**src/rtl/hazard_scoreboard_pkg.sv**
```systemverilog
// Shared types and constants for the hazard scoreboard: forwarding encodings,
// tracker entry layout, stage indices and the pending-flush state.
package hazard_scoreboard_pkg;

  localparam int REG_AW = 5;

  localparam logic [1:0] FWD_RF = 2'b00;
  localparam logic [1:0] FWD_W  = 2'b01;
  localparam logic [1:0] FWD_M  = 2'b10;

  localparam int STG_E   = 0;
  localparam int STG_M   = 1;
  localparam int STG_W   = 2;
  localparam int NUM_STG = 3;

  typedef struct packed {
    logic              valid;
    logic [REG_AW-1:0] wreg;
    logic              late;
  } entry_t;

  typedef enum logic {
    FP_IDLE = 1'b0,
    FP_PEND = 1'b1
  } fp_state_e;

  // Late results (loads, mfc0) normally become forwardable only once they reach W.
  function automatic logic ent_ready(logic late, int stg, bit load_ready_w);
    logic r;
    if (!late) r = (stg == STG_M) || (stg == STG_W);
    else       r = (stg == STG_W) || (!load_ready_w && (stg == STG_M));
    return r;
  endfunction

endpackage

```
**src/rtl/hazard_scoreboard_if.sv**
```systemverilog
// Pipeline-facing signal bundle of the hazard scoreboard.
interface hazard_scoreboard_if #(
  parameter int NRD   = 2,
  parameter int RAW   = 5,
  parameter int CNT_W = 32
);
  logic               issue_valid;
  logic               issue_wen;
  logic [RAW-1:0]     issue_wreg;
  logic               issue_load;
  logic [NRD*RAW-1:0] rd_reg;
  logic [NRD-1:0]     rd_used;
  logic [NRD-1:0]     rd_early;
  logic               ext_stall;
  logic               exception;
  logic               mispredict;
  logic [2*NRD-1:0]   fwdD;
  logic [2*NRD-1:0]   fwdE;
  logic               stallF, stallD, stallE, stallM, stallW;
  logic               flushD, flushE, flushM, flushW;
  logic               data_stall;
  logic [CNT_W-1:0]   stall_cnt;

  modport master (
    output issue_valid, issue_wen, issue_wreg, issue_load,
    output rd_reg, rd_used, rd_early, ext_stall, exception, mispredict,
    input  fwdD, fwdE, stallF, stallD, stallE, stallM, stallW,
    input  flushD, flushE, flushM, flushW, data_stall, stall_cnt
  );

  modport slave (
    input  issue_valid, issue_wen, issue_wreg, issue_load,
    input  rd_reg, rd_used, rd_early, ext_stall, exception, mispredict,
    output fwdD, fwdE, stallF, stallD, stallE, stallM, stallW,
    output flushD, flushE, flushM, flushW, data_stall, stall_cnt
  );
endinterface

```
**src/rtl/hazard_fwd_match.sv**
```systemverilog
// One D-stage read port: finds the nearest in-flight producer (E > M > W)
// and returns the early forwarding select plus this port's stall request.
module hazard_fwd_match
  import hazard_scoreboard_pkg::*;
#(
  parameter int RAW          = 5,
  parameter bit LOAD_READY_W = 1'b1
) (
  input  logic [RAW-1:0] rd_reg,
  input  logic           rd_used,
  input  logic           rd_early,
  input  entry_t         ent_e,
  input  entry_t         ent_m,
  input  entry_t         ent_w,
  output logic [1:0]     fwd_d,
  output logic           stall
);

  logic [REG_AW-1:0] src;
  logic              hit_e, hit_m, hit_w;
  logic              ready_m, ready_w;

  assign src     = REG_AW'(rd_reg);
  assign hit_e   = rd_used && (src != '0) && ent_e.valid && (ent_e.wreg == src);
  assign hit_m   = rd_used && (src != '0) && ent_m.valid && (ent_m.wreg == src);
  assign hit_w   = rd_used && (src != '0) && ent_w.valid && (ent_w.wreg == src);
  assign ready_m = ent_ready(ent_m.late, STG_M, LOAD_READY_W);
  assign ready_w = ent_ready(ent_w.late, STG_W, LOAD_READY_W);

  // A non-ready M producer is harmless to an E consumer: it is in W by then.
  always_comb begin
    fwd_d = FWD_RF;
    stall = 1'b0;
    if (hit_e) begin
      stall = ent_e.late | rd_early;
    end else if (hit_m) begin
      if (ready_m) fwd_d = FWD_M;
      else         stall = rd_early;
    end else if (hit_w && ready_w) begin
      fwd_d = FWD_W;
    end
  end

endmodule

```
**src/rtl/hazard_scoreboard.sv**
```systemverilog
// Hazard unit for the 5-stage pipe: E/M/W destination tracker, D/E forwarding,
// RAW stalls, stall/flush vectors and a saturating data-stall counter.
//
//   state   | meaning
//   FP_IDLE | no exception waiting
//   FP_PEND | exception arrived under ext_stall, flush on release
module hazard_scoreboard
  import hazard_scoreboard_pkg::*;
#(
  parameter int NRD          = 2,
  parameter int RAW          = 5,
  parameter bit LOAD_READY_W = 1'b1,
  parameter int CNT_W        = 32
) (
  input logic                 clk,
  input logic                 rst,
  hazard_scoreboard_if.slave  hz
);

  fp_state_e          fp_state, fp_next;
  entry_t             ent [NUM_STG];
  logic [NRD-1:0]     port_stall;
  logic [2*NRD-1:0]   fwd_d, fwd_e;
  logic [NRD*RAW-1:0] rd_reg_e;
  logic [NRD-1:0]     rd_used_e;
  logic [CNT_W-1:0]   stall_cnt;
  logic [REG_AW-1:0]  src_e;
  logic               hit_m, hit_w;
  logic               exc_eff, data_stall, flush_e, capture;

  for (genvar i = 0; i < NRD; i++) begin : g_port
    hazard_fwd_match #(.RAW(RAW), .LOAD_READY_W(LOAD_READY_W)) u_match (
      .rd_reg   (hz.rd_reg[i*RAW +: RAW]),
      .rd_used  (hz.rd_used[i]),
      .rd_early (hz.rd_early[i]),
      .ent_e    (ent[STG_E]),
      .ent_m    (ent[STG_M]),
      .ent_w    (ent[STG_W]),
      .fwd_d    (fwd_d[2*i +: 2]),
      .stall    (port_stall[i])
    );
  end

  always_ff @(posedge clk) begin
    if (rst) fp_state <= FP_IDLE;
    else     fp_state <= fp_next;
  end

  always_comb begin
    fp_next = fp_state;
    case (fp_state)
      FP_IDLE: if (hz.exception && hz.ext_stall) fp_next = FP_PEND;
      FP_PEND: if (!hz.ext_stall)                fp_next = FP_IDLE;
      default: fp_next = FP_IDLE;
    endcase
  end

  always_comb begin
    data_stall    = hz.issue_valid & (|port_stall);
    exc_eff       = (hz.exception | (fp_state == FP_PEND)) & ~hz.ext_stall;
    flush_e       = (data_stall | hz.mispredict | exc_eff) & ~hz.ext_stall;
    hz.data_stall = data_stall;
    hz.stallF     = (hz.ext_stall | data_stall) & ~exc_eff;
    hz.stallD     = hz.ext_stall | data_stall;
    hz.stallE     = hz.ext_stall;
    hz.stallM     = hz.ext_stall;
    hz.stallW     = hz.ext_stall;
    hz.flushD     = (hz.mispredict | exc_eff) & ~hz.ext_stall;
    hz.flushE     = flush_e;
    hz.flushM     = exc_eff;
    hz.flushW     = exc_eff;
  end

  // flush_e already covers data_stall, so a stalled D never enters the tracker.
  assign capture = hz.issue_valid & hz.issue_wen & (hz.issue_wreg != '0) & ~flush_e;

  always_ff @(posedge clk) begin
    if (rst) begin
      for (int s = 0; s < NUM_STG; s++) ent[s] <= '0;
    end else if (!hz.ext_stall) begin
      if (exc_eff) begin
        for (int s = 0; s < NUM_STG; s++) ent[s] <= '0;
      end else begin
        ent[STG_W] <= ent[STG_M];
        ent[STG_M] <= ent[STG_E];
        if (capture) ent[STG_E] <= '{valid: 1'b1, wreg: REG_AW'(hz.issue_wreg), late: hz.issue_load};
        else         ent[STG_E] <= '0;
      end
    end
  end

  always_ff @(posedge clk) begin
    if (rst) begin
      rd_reg_e  <= '0;
      rd_used_e <= '0;
    end else if (!hz.ext_stall) begin
      rd_reg_e  <= hz.rd_reg;
      rd_used_e <= (flush_e || !hz.issue_valid) ? '0 : hz.rd_used;
    end
  end

  always_comb begin
    fwd_e = '0;
    src_e = '0;
    hit_m = 1'b0;
    hit_w = 1'b0;
    for (int i = 0; i < NRD; i++) begin
      src_e = REG_AW'(rd_reg_e[i*RAW +: RAW]);
      hit_m = rd_used_e[i] && (src_e != '0) && ent[STG_M].valid && (ent[STG_M].wreg == src_e);
      hit_w = rd_used_e[i] && (src_e != '0) && ent[STG_W].valid && (ent[STG_W].wreg == src_e);
      if (hit_m && ent_ready(ent[STG_M].late, STG_M, LOAD_READY_W)) fwd_e[2*i +: 2] = FWD_M;
      else if (hit_w)                                               fwd_e[2*i +: 2] = FWD_W;
    end
  end

  always_ff @(posedge clk) begin
    if (rst)                                              stall_cnt <= '0;
    else if (data_stall && !hz.ext_stall && !(&stall_cnt)) stall_cnt <= stall_cnt + 1'b1;
  end

  assign hz.fwdD      = fwd_d;
  assign hz.fwdE      = fwd_e;
  assign hz.stall_cnt = stall_cnt;

endmodule

```
**src/flat_wrapper.sv**
```systemverilog
// flat-port wrapper written by rule: the top's interface ports become plain ports
module hazard_scoreboard_flat import hazard_scoreboard_pkg::*;
#(
  parameter int NRD          = 2,
  parameter int RAW          = 5,
  parameter bit LOAD_READY_W = 1'b1,
  parameter int CNT_W        = 32
)
  (clk, rst, hz_issue_valid, hz_issue_wen, hz_issue_wreg, hz_issue_load, hz_rd_reg, hz_rd_used, hz_rd_early, hz_ext_stall, hz_exception, hz_mispredict, hz_fwdD, hz_fwdE, hz_stallF, hz_stallD, hz_stallE, hz_stallM, hz_stallW, hz_flushD, hz_flushE, hz_flushM, hz_flushW, hz_data_stall, hz_stall_cnt);
  hazard_scoreboard_if #(.NRD(NRD), .RAW(RAW), .CNT_W(CNT_W)) hz_i ();
  input logic clk;
  input logic rst;
  input wire logic [$bits(hz_i.issue_valid)-1:0] hz_issue_valid;
  input wire logic [$bits(hz_i.issue_wen)-1:0] hz_issue_wen;
  input wire logic [$bits(hz_i.issue_wreg)-1:0] hz_issue_wreg;
  input wire logic [$bits(hz_i.issue_load)-1:0] hz_issue_load;
  input wire logic [$bits(hz_i.rd_reg)-1:0] hz_rd_reg;
  input wire logic [$bits(hz_i.rd_used)-1:0] hz_rd_used;
  input wire logic [$bits(hz_i.rd_early)-1:0] hz_rd_early;
  input wire logic [$bits(hz_i.ext_stall)-1:0] hz_ext_stall;
  input wire logic [$bits(hz_i.exception)-1:0] hz_exception;
  input wire logic [$bits(hz_i.mispredict)-1:0] hz_mispredict;
  output wire logic [$bits(hz_i.fwdD)-1:0] hz_fwdD;
  output wire logic [$bits(hz_i.fwdE)-1:0] hz_fwdE;
  output wire logic [$bits(hz_i.stallF)-1:0] hz_stallF;
  output wire logic [$bits(hz_i.stallD)-1:0] hz_stallD;
  output wire logic [$bits(hz_i.stallE)-1:0] hz_stallE;
  output wire logic [$bits(hz_i.stallM)-1:0] hz_stallM;
  output wire logic [$bits(hz_i.stallW)-1:0] hz_stallW;
  output wire logic [$bits(hz_i.flushD)-1:0] hz_flushD;
  output wire logic [$bits(hz_i.flushE)-1:0] hz_flushE;
  output wire logic [$bits(hz_i.flushM)-1:0] hz_flushM;
  output wire logic [$bits(hz_i.flushW)-1:0] hz_flushW;
  output wire logic [$bits(hz_i.data_stall)-1:0] hz_data_stall;
  output wire logic [$bits(hz_i.stall_cnt)-1:0] hz_stall_cnt;
  assign hz_i.issue_valid = hz_issue_valid;
  assign hz_i.issue_wen = hz_issue_wen;
  assign hz_i.issue_wreg = hz_issue_wreg;
  assign hz_i.issue_load = hz_issue_load;
  assign hz_i.rd_reg = hz_rd_reg;
  assign hz_i.rd_used = hz_rd_used;
  assign hz_i.rd_early = hz_rd_early;
  assign hz_i.ext_stall = hz_ext_stall;
  assign hz_i.exception = hz_exception;
  assign hz_i.mispredict = hz_mispredict;
  assign hz_fwdD = hz_i.fwdD;
  assign hz_fwdE = hz_i.fwdE;
  assign hz_stallF = hz_i.stallF;
  assign hz_stallD = hz_i.stallD;
  assign hz_stallE = hz_i.stallE;
  assign hz_stallM = hz_i.stallM;
  assign hz_stallW = hz_i.stallW;
  assign hz_flushD = hz_i.flushD;
  assign hz_flushE = hz_i.flushE;
  assign hz_flushM = hz_i.flushM;
  assign hz_flushW = hz_i.flushW;
  assign hz_data_stall = hz_i.data_stall;
  assign hz_stall_cnt = hz_i.stall_cnt;
  hazard_scoreboard #(.NRD(NRD), .RAW(RAW), .LOAD_READY_W(LOAD_READY_W), .CNT_W(CNT_W)) u_core (.clk(clk), .rst(rst), .hz(hz_i));
endmodule
```
**config.mk**
```make
export PLATFORM = sky130hd
export DESIGN_NAME = hazard_scoreboard_flat
export DESIGN_NICKNAME = d
export VERILOG_FILES = /design/src/rtl/hazard_scoreboard_pkg.sv /design/src/rtl/hazard_scoreboard_if.sv /design/src/rtl/hazard_fwd_match.sv /design/src/rtl/hazard_scoreboard.sv /design/src/flat_wrapper.sv
export SDC_FILE = /design/constraint.sdc
export NUM_CORES = 1
export LEC_CHECK = 0
export CORE_MARGIN = 2
export CORE_UTILIZATION = 35
export CTS_BUF_LIST = sky130_fd_sc_hd__clkbuf_16
export CTS_CLUSTER_SIZE = 16
export DETAILED_ROUTE_END_ITERATION = 7
export PLACE_DENSITY = 0.63
export SYNTH_ARGS = -nofsm -noshare
export SYNTH_HDL_FRONTEND = slang
export SYNTH_HIERARCHICAL = 1
export SYNTH_SLANG_ARGS = --single-unit
```
**constraint.sdc**
```tcl
create_clock -name clk -period 4.1 [get_ports clk]
set_input_delay 1.025 -clock clk [delete_from_list [all_inputs] [get_ports clk]]
set_output_delay 1.025 -clock clk [all_outputs]
set_load 0.05 [all_outputs]
```
==> flow_summary.json <==
{
  "status": "complete, no violations",
  "fin_skew_ns": 0.009725,
  "setup_ws_ns": 0.09387,
  "hp-class": "reg -> reg",
  "leakage_nw": 1.901,
  "wl_met2_um": 4834,
  "synthToLayoutAreaGrowth_pct": 38.67,
  "crit_family": "buffers and inverters",
  "place_hpwl_um": 7578,
  "initial_core_util": 0.3595,
  "cts_tree": "done",
  "final_common_cell": "clkdlybuf4s50_1",
  "drtIter0Drc": 156,
  "highest_layer": "met4",
  "dieArea_sq_um": 11390,
  "wl_met1_um": 4731,
  "die_y_um": 106.7,
  "diodes": 0,
  "wl_per_cell_um": 16.00,
  "gr-usage-all-layers": 0.1795,
  "required_ns": 3.07,
  "stdcell_count": 637,
  "gp_congestion": 0.8734,
  "path_class": "in -> out",
  "internal_power_mw": 1.170,
  "rsz0062_at_grt": "false",
  "cellPowerDensity_nw_per_um2": 302.4,
  "grt_pass1_vias": 3168,
  "cts-root-buf": "clkbuf_16",
  "grt_pass1_wl_um": 16030,
  "io_pins": 77,
  "clock-sinks": 65,
  "port-buffer-count": 76,
  "dr.pass1.iters": 4,
  "core_area_sq_um": 10280,
  "cts_inserted_buffers": 9,
  "synthCells": 399,
  "seq_power_share": 0.457,
  "clock_power_share": 0.417,
  "p_sw_mw": 0.3795,
  "synthesis.nets": 427,
  "ys_warn_count": 6,
  "pwr-share-comb": 0.125,
  "finalNetCount": 525,
  "drive_gt1_frac": 0.1657,
  "via_count": 3318,
  "dp_slack_ns": -0.05811,
  "ctsLongestPathBuffers": 2,
  "crit_fanout": 3,
  "ant_nets": 0,
  "maxSlewViolCount": 0,
  "drv_cap": 0,
  "min_period_ns": 4.006,
  "grt_overflow": 0,
  "grt_max_degree": 46,
  "cp_num_buf_inv": 3,
  "fmax_mhz": 249.6,
  "setup_viol": 0,
  "path_clk_slew_ns": 0.06,
  "fill_cells": 1005,
  "wl_um": 10190,
  "worst_pin_slew_ns": 1.170,
  "arrival_ns": 2.98,
  "drcViolationCount": 0,
  "syn_area_per_cell_sq_um": 9.260,
  "cp-end-kind": "output port",
  "slowest_stage": "clkdlybuf4s50_1",
  "placedCellCount": 622,
  "ir_worst_vdd_uv": 175.5,
  "max_slew_margin": 0.2156,
  "route.met3.wl_um": 467,
  "htree_levels": 3,
  "syn_area_sq_um": 3695,
  "via_per_inst": 5.209,
  "rows": 37,
  "final_hold_viol_count": 0,
  "final_cell_mix": "58 x clkdlybuf4s50_1, 45 x dfxtp_1, 37 x xor2_1",
  "path_cells": "clkdlybuf4s50_1, buf_4, xor2_1, nor4_1, nand3_1, nor4b_2, buf_12",
  "clk_latency_ns": 0.32,
  "critPathLaunchType": "input port",
  "antenna_found_initial": 0,
  "die_w_um": 106.7,
  "period_share": 0.9771,
  "max_stage_delay_ns": 0.53,
  "swShare": 0.2449
}
## area by class of cell
type	instances	area (sq um)	share of cell area
multi-input combinational	306	2092	0.4083
sequential	65	1501	0.2930
timing repair buffer	107	1081	0.2110
clock buffer	9	225.2	0.04396
tap	136	170.2	0.03321
inverter	8	30.03	0.005861
clock inverter	6	23.77	0.004640
## worst min-delay path, stage by stage, from the launching register on
cell and delay, ns:
dfxtp_1 0.31, nand2_1 0.05, a21oi_1 0.05
## registers in the layout (all words and copies together) (netlist names)
| name | cells |
|---|---|
| u_core/rd_used_e | 2 |
| u_core/hz.stall_cnt | 32 |
| u_core/rd_reg_e | 10 |
| u_core/ent | 20 |
| u_core/fp_state | 1 |
## power groups by stage
stage	sequential, mW	combinational, mW	clock, mW
finish	0.708	0.194	0.647
detailed placement	0.721	0.191	0
CTS	0.708	0.193	0.661
global placement	0.721	0.188	0
floorplan	0.711	0.103	0
global route	0.710	0.209	0.687
## layer usage
metal,global-route usage,vias to the layer above
li1,-,1654
met4,0.06865,0
met3,0.03830,13
met2,0.2894,63
met5,0,-
met1,0.2361,1588
## through the flow
step	util	hold WS (ns)	power (mW)	setup TNS (ns)	area (sq um)
2_1_floorplan	-	0.4285	0.8146	0	3707
3_3_place_gp	0.4690	0.4497	0.9098	-0.1388	4820
3_5_place_dp	0.4690	0.4481	0.9126	-0.2442	4820
4_1_cts	0.4935	0.4561	1.561	0	5072
5_1_grt	0.4985	0.4695	1.606	0	5124
6_report	0.4985	0.4567	1.550	0	5124
## path summary, 6_finish.rpt
kind                                         start                                   end  slack, ns  cells after the start
setup / recovery                      hz_rd_reg[2]                            hz_fwdD[0]       0.09                      7
hold / removal    u_core/rd_used_e[1]$_SDFFE_PP0N_      u_core/rd_used_e[1]$_SDFFE_PP0N_       0.46                      2
setup reg to reg    u_core/ent[0][8]$_SDFFCE_PN0P_  u_core/hz.stall_cnt[19]$_SDFFE_PP0P_       0.94                     10
hold reg to reg   u_core/rd_used_e[1]$_SDFFE_PP0N_      u_core/rd_used_e[1]$_SDFFE_PP0N_       0.46                      2
## repair_timing
item                       4_1_cts  5_1_grt
hold buffers                     0        0
pin swaps                        0        2
buffers inserted                 0        0
gates cloned                     0        0
setup endpoints to repair        1        8
gates resized for setup          1       12
hold endpoints to repair         0        0
Note: power is estimated with default switching activity, not from simulation.
